[config.mk]
export PLATFORM = sky130hd
export DESIGN_NAME = multadd_result_accum
export DESIGN_NICKNAME = d
export VERILOG_FILES = /design/src/rtl/multadd_result_accum.sv
export SDC_FILE = /design/constraint.sdc
export NUM_CORES = 1
export LEC_CHECK = 0
export CORE_MARGIN = 2
export CORE_UTILIZATION = 40
export DETAILED_ROUTE_END_ITERATION = 10
export PLACE_DENSITY = 0.67
export SYNTH_ARGS = -nofsm -noshare
export SYNTH_HDL_FRONTEND = slang
export SYNTH_SLANG_ARGS = --single-unit
[constraint.sdc]
create_clock -name iCLK -period 10.3 [get_ports iCLK]
set_input_delay 1.545 -clock iCLK [delete_from_list [all_inputs] [get_ports iCLK]]
set_output_delay 1.545 -clock iCLK [all_outputs]
set_load 0.05 [all_outputs]
[src/rtl/multadd_result_accum.sv]
// Frame accumulator for multiply-add results: saturating sum, max and sat flag per frame,
// completed frames queued in a 2-entry valid/ready output FIFO.
module multadd_result_accum #(
  parameter int unsigned RES_W = 17,
  parameter int unsigned ACC_W = 24,
  parameter int unsigned CNT_W = 4
) (
  input  logic             iCLK,
  input  logic             iRST,
  input  logic             iVALID,
  input  logic [RES_W-1:0] iRESULT,
  output logic             oREADY,
  input  logic [CNT_W-1:0] iLEN,
  input  logic             iCLR,
  output logic             oVALID,
  input  logic             iREADY,
  output logic [ACC_W-1:0] oSUM,
  output logic [RES_W-1:0] oMAX,
  output logic             oSAT,
  output logic [CNT_W:0]   oCOUNT,
  output logic             oBUSY
);

  typedef enum logic [0:0] {StIdle, StAccum} stateT;

  typedef struct packed {
    logic [ACC_W-1:0] frmSum;
    logic [RES_W-1:0] frmMax;
    logic             frmSat;
  } frameT;

  localparam logic [CNT_W:0] LenOne = (CNT_W+1)'(1);

  stateT            stateQ;
  logic [ACC_W-1:0] accQ;
  logic [RES_W-1:0] maxQ;
  logic             satQ;
  logic [CNT_W:0]   cntQ;
  logic [CNT_W:0]   lenQ;

  logic [1:0]       occQ;
  frameT            headQ;
  frameT            tailQ;

  logic             accept;
  logic             pop;
  logic             push;
  frameT            pushFrame;
  logic [ACC_W:0]   sumFull;
  logic             clip;
  logic [ACC_W-1:0] accNext;
  logic [RES_W-1:0] maxNext;
  logic [CNT_W:0]   lenSel;
  logic [CNT_W:0]   cntInc;

  assign oREADY = !iRST && (occQ != 2'd2);
  assign oVALID = (occQ != 2'd0);
  assign accept = iVALID && oREADY;
  assign pop    = oVALID && iREADY;

  assign oSUM   = headQ.frmSum;
  assign oMAX   = headQ.frmMax;
  assign oSAT   = headQ.frmSat;
  assign oCOUNT = cntQ;
  assign oBUSY  = (stateQ == StAccum);

  // Both addends are below 2^ACC_W, so the carry bit alone flags overflow.
  assign sumFull = {1'b0, accQ} + (ACC_W+1)'(iRESULT);
  assign clip    = sumFull[ACC_W];
  assign accNext = clip ? {ACC_W{1'b1}} : sumFull[ACC_W-1:0];
  assign maxNext = (iRESULT > maxQ) ? iRESULT : maxQ;
  assign cntInc  = cntQ + LenOne;

  always_comb begin
    lenSel = {1'b0, iLEN};
    if (iLEN == '0) lenSel = {1'b1, {CNT_W{1'b0}}};
  end

  always_comb begin
    push      = 1'b0;
    pushFrame = '{frmSum: accNext, frmMax: maxNext, frmSat: satQ | clip};
    if (accept && !iCLR) begin
      if (stateQ == StIdle) begin
        if (lenSel == LenOne) begin
          push      = 1'b1;
          pushFrame = '{frmSum: ACC_W'(iRESULT), frmMax: iRESULT, frmSat: 1'b0};
        end
      end else if (cntInc == lenQ) begin
        push = 1'b1;
      end
    end
  end

  always_ff @(posedge iCLK) begin
    if (iRST) begin
      stateQ <= StIdle;
      accQ   <= '0;
      maxQ   <= '0;
      satQ   <= 1'b0;
      cntQ   <= '0;
      lenQ   <= '0;
    end else if (iCLR) begin
      stateQ <= StIdle;
      accQ   <= '0;
      maxQ   <= '0;
      satQ   <= 1'b0;
      cntQ   <= '0;
    end else if (accept) begin
      unique case (stateQ)
        StIdle: begin
          lenQ <= lenSel;
          if (lenSel != LenOne) begin
            accQ   <= ACC_W'(iRESULT);
            maxQ   <= iRESULT;
            satQ   <= 1'b0;
            cntQ   <= LenOne;
            stateQ <= StAccum;
          end
        end
        StAccum: begin
          if (cntInc == lenQ) begin
            accQ   <= '0;
            maxQ   <= '0;
            satQ   <= 1'b0;
            cntQ   <= '0;
            stateQ <= StIdle;
          end else begin
            accQ <= accNext;
            maxQ <= maxNext;
            satQ <= satQ | clip;
            cntQ <= cntInc;
          end
        end
        default: stateQ <= StIdle;
      endcase
    end
  end

  // Push only happens below full, so push+pop implies occupancy 1: new frame replaces head.
  always_ff @(posedge iCLK) begin
    if (iRST) begin
      occQ  <= 2'd0;
      headQ <= '0;
      tailQ <= '0;
    end else if (push && pop) begin
      headQ <= pushFrame;
    end else if (push) begin
      if (occQ == 2'd0) headQ <= pushFrame;
      else              tailQ <= pushFrame;
      occQ <= occQ + 2'd1;
    end else if (pop) begin
      if (occQ == 2'd2) headQ <= tailQ;
      occQ <= occQ - 2'd1;
    end
  end

endmodule

---- Word level (Yosys, flattened, before mapping) ----
Index checks and enable logic that the tools add are counted.
storage, ports and cells
  flip-flop bits (word level) ............. 139
  output and inout port bits .............. 50
  word-level logic and storage cells ...... 81
  bits of input ports ..................... 26
operators by class
  add/subtract/negate cells ............... 4
  multiplexer cells ....................... 32
  reduce and logical (&&, ||, !) cells .... 19
  $lt $le $gt $ge ......................... 1
  equality and inequality tests ........... 7
  bitwise gates (word level) .............. 5
operators by type and width
  kind                 count
  $mux 42              8
  $mux 24              3
  $mux 17              3
  $pmux 24 s2          1
  $pmux 17 s2          1
  $add 24x17->25       1
  $gt 17x17->1         1
  $mux 5               3
  $pmux 5 s2           1
  $reduce_and 3->1     3
  $mux 1               8
  $reduce_bool 3->1    2
  $add 5x1->5 const B  1
  $eq 5x1->1 const B   1
  $eq 5x5->1           1
  $logic_and 1x1->1    5
  $ne 5x1->1 const B   1
  $logic_not 4->1      1
  $mux 2               2
  $not 1->1            4
  $pmux 1 s2           2
  $reduce_and 2->1     2
  $reduce_bool 2->1    2
  $ne 3x1->1 const B   1
  9 further kinds      10

---- Logic depth before layout (Yosys ltp) ----
  depth in word-level cells ............... 9
  depth in mapped cells ................... 15
  gate-level depth less buffers ........... 11

---- Least setup slack after synthesis ----
No wires, ideal clock.
  kind .................................... in2reg
  start ................................... input port iRST
  end ..................................... register headQ (netlist bit oSUM[21])
  required time ........................... 10.181 ns
  path buffers ............................ 5
  stages on the path ...................... 15
  slack ................................... 5.980 ns
  data arrival time ....................... 4.201 ns
  setup time .............................. 0.119 ns
  path through ............................ clkbuf_1 inv_1 o2111ai_1 nor2_1 a21o_1 buf_4 inv_2 clkbuf_1 ha_1 a211oi_1 a22o_1 clkbuf_1 clkbuf_1 nand2_1 o221a_2
between the ends
  longest elaborated chain between the ends .. 8
  elaborated cells on any way between the ends .. 14
  classes of those cells .................. eq/ne (1); mux (5); reduce/logical (8)
RTL lines
  what                                                          line      text
  start, declared                                               9         input logic iRST,
  $logic_not 1->1                                               56        assign oREADY = !iRST && (occQ != 2'd2);
  $logic_and 1x1->1                                             56
  $logic_and 1x1->1                                             58        assign accept = iVALID && oREADY;
  $logic_and 1x1->1                                             82        if (accept && !iCLR) begin
  $mux 1 / $mux 42 (equally long branches)                      82
  $logic_and 1x1->1 / $mux 42 (equally long branches)           145, 148
  $ne 3x1->1 (no line), or another cell as far along            --
  $reduce_and 3->1 (no line) / $mux 42 (equally long branches)  --
  end signal, assigned                                          146       headQ <= pushFrame;
  end signal, assigned                                          148       if (occQ == 2'd0) headQ <= pushFrame;
  end signal, assigned                                          152       if (occQ == 2'd2) headQ <= tailQ;
  end, declared                                                 42        frameT headQ;
Parallel ways exist; a longest one is shown, timed or not. The select of a mux whose other input is x is not followed.
A chain may end at the register's enable or synchronous reset.

---- Final worst setup path ----
  start ................................... input port iRST
  end ..................................... register headQ (netlist bit oSUM[14])
The elaborated chain is that of the path after synthesis.

==> out/metrics.yaml <==
status: "complete, no violations"
first_pass_iters: 6
start_kind: "primary input"
root_buffer: "clkbuf_16"
cts.path.max_buffers: 2
crit_arrival_ps: 5870
worstHoldStart: "oMAX[5]"
dp_hpwl_um: 16700
r2r_start: "oBUSY"
grt_antenna_before_repair: 0
leakage_nw: 3.35
max_freq_mhz: 181
cts_resized: 0
syn_nets: 1058
overflow: 0
viasPerCell: 6.12
tns_ps: 0
netlist.top_cell.by_area: "dfxtp_1"
wl_per_cell_um: 19.4
initial_core_util_pct: 40.4
dp.cells: 1275
die_area_mm2: 0.0207
ys_types: 61
hold_violations: 0
routed_wl_um: 25300
crit_fanout: 61
die_x_um: 144
reg2reg_slack_ps: 5380
hp-class: "flip-flop to flip-flop"
drt-initial-drc-count: 661
final_common_cell: "a21oi_1"
rows: 51
synth_top_flop_cell: "dfxtp_1"
rsz0062_at_grt: "false"
synth_top_area_share_pct: 35.6
end_kind: "flip-flop"
holdPathStages: 2
async_reset_ff_share_pct: 0
vias: 7993
post_cts_buffers: 0
rr_worst_depth: 12
hold_ws_ps: 449
ys_seq_elements: 139
syn_area_mm2: 0.00782
synth_edf_count: 0
power_w: 0.00141
r2r_end: "oSUM[14]"
worstSkewPairLatency_ps: 430
cts_tree: "built"
cts.sinks: 139
port_buffers: 75
grt_max_degree: 62
grt_pass1_vias: 7481
worst_slew_pin_slew_ps: 1010
clk_pin_slew_ps: 60
finalSetupViolCount: 0
globalRouteTotalUtil_pct: 24.7
io_pins: 76
fin_crit_sh_pct: 53.7
n_antenna_cell: 0
ys_top_cells_by_area: "dfxtp_1 36%, a21oi_1 9.7%, ha_1 6.1%, o21ai_0 4.6%, nand2_1 4.5%"
nNetsFinal: 1094
worstSetupPathType: "primary input to flip-flop"
gp_congestion: 0.884
ys_warn_count: 0
instances_no_fill: 1307
htreeDepth: 4
layout_common_cells: "152 x a21oi_1, 139 x dfxtp_1, 94 x nand2_1"
route.detailed.drc: 0
fin_crit_ps: 5530
whs_endpoint: "oMAX[5]"
netlist_instances: 993
maxSlewViolCount: 0
ant_nets: 0
syn_to_final_growth_pct: 20.4
ys_seq_area_share_pct: 35.6
core-area_mm2: 0.0193
hold_buffers: 0
avgSynthCellArea_um2: 7.87
power_density_mw_per_mm2: 150
drive_above_1_share_pct: 6.53
grt_pass1_wl_um: 40000
vdd_drop_max_mv: 0.117
fp.dieH_um: 144
skew_ps: 10.1
pre_cts_ws_ps: 4360
max_slew_margin_pct: 32.4
numCtsBuffers: 17
maxCapViolCount: 0
setup_ws_ps: 4770
worst_ep_required_time_ps: 10640
sequential cells by signal, summed over array words and instances (netlist names), 2 cells and up:
signal,count
lenQ,5
oMAX,17
maxQ,17
tailQ,42
accQ,24
occQ,2
oCOUNT,5
oSUM,24
kinds of logic after synthesis:
kind of cell | share of synthesized area (%)
AO/OA/AOI/OAI | 33.3
XOR/XNOR | 2.35
adder cells (fa/ha/maj) | 6.34
buffers and inverters | 5.65
flip-flops | 35.6
multiplexers | 1.31
AND/OR/NAND/NOR | 15.4
layout make-up:
class | count | area, µm²
Clock inverter | 10 | 163
Inverter | 35 | 131
Fill cell | 1883 | 9920
Tap cell | 265 | 332
Clock buffer | 22 | 484
Sequential cell | 139 | 2780
Multi-Input combinational cell | 739 | 4610
Timing Repair Buffer | 97 | 911
report_power, final:
part	leakage [nW]	total [W]	internal (W)	switching, W
registers	1.12	0.000555	0.000546	0.00000855
logic	1.91	0.000186	0.0000616	0.000125
clock network	0.312	0.000668	0.000431	0.000237
cells in the mapped netlist, types with 4 or more instances:
master	instances
a211oi_1	10
a21o_1	11
a21oi_1	152
a221oi_1	16
a22o_1	20
a22oi_1	13
a311oi_1	4
a31oi_1	31
and2_1	8
and3_1	5
buf_1	6
buf_2	5
clkbuf_1	68
dfxtp_1	139
ha_1	38
inv_1	34
mux2i_1	8
nand2_1	94
nand2b_1	4
nand3_1	26
nand4_1	10
nor2_1	58
nor3_1	29
o2111ai_1	6
o211ai_1	18
o21ai_0	72
o221ai_1	28
or3_1	10
xnor2_1	11
xor2_1	10
metal layers:
layer / vias up / wire length [µm] / GRT usage, %
met4: 0 / 689 / 7.89
li1: 3790 / - / -
met5: - / 0 / 0
met2: 365 / 11900 / 41.6
met3: 49 / 1920 / 4.97
met1: 3789 / 10800 / 31.9
critical path: stages:
cell       delay (ps)
buf_2              90
buf_4             310
inv_1             200
o2111ai_1         280
nor2_4            160
buf_4             470
a21o_1            380
inv_2             300
ha_1              310
a211oi_1          340
a22o_1            480
buf_4             480
o221ai_1          200
a221oi_1          290
worst max path at each step:
stage | start | end | slack, ps | cells past startpoint
floorplan | iRST | oSUM[21] | 5980 | 15
global placement | iRST | oSUM[14] | 4510 | 14
detailed placement | iRST | oSUM[14] | 4360 | 14
CTS | iRST | oSUM[14] | 4780 | 14
global route | iRST | oSUM[14] | 4440 | 14
finish | iRST | oSUM[14] | 4770 | 14
per-stage QoR:
step | utilization (%) | instance area [µm²]
after floorplan | - | 7820
after global placement | 45.4 | 8770
after detailed placement | 45.4 | 8770
after CTS | 48.7 | 9420
after global routing | 48.7 | 9420
final | 48.7 | 9420
No activity file was read; power rests on OpenSTA's default activity.
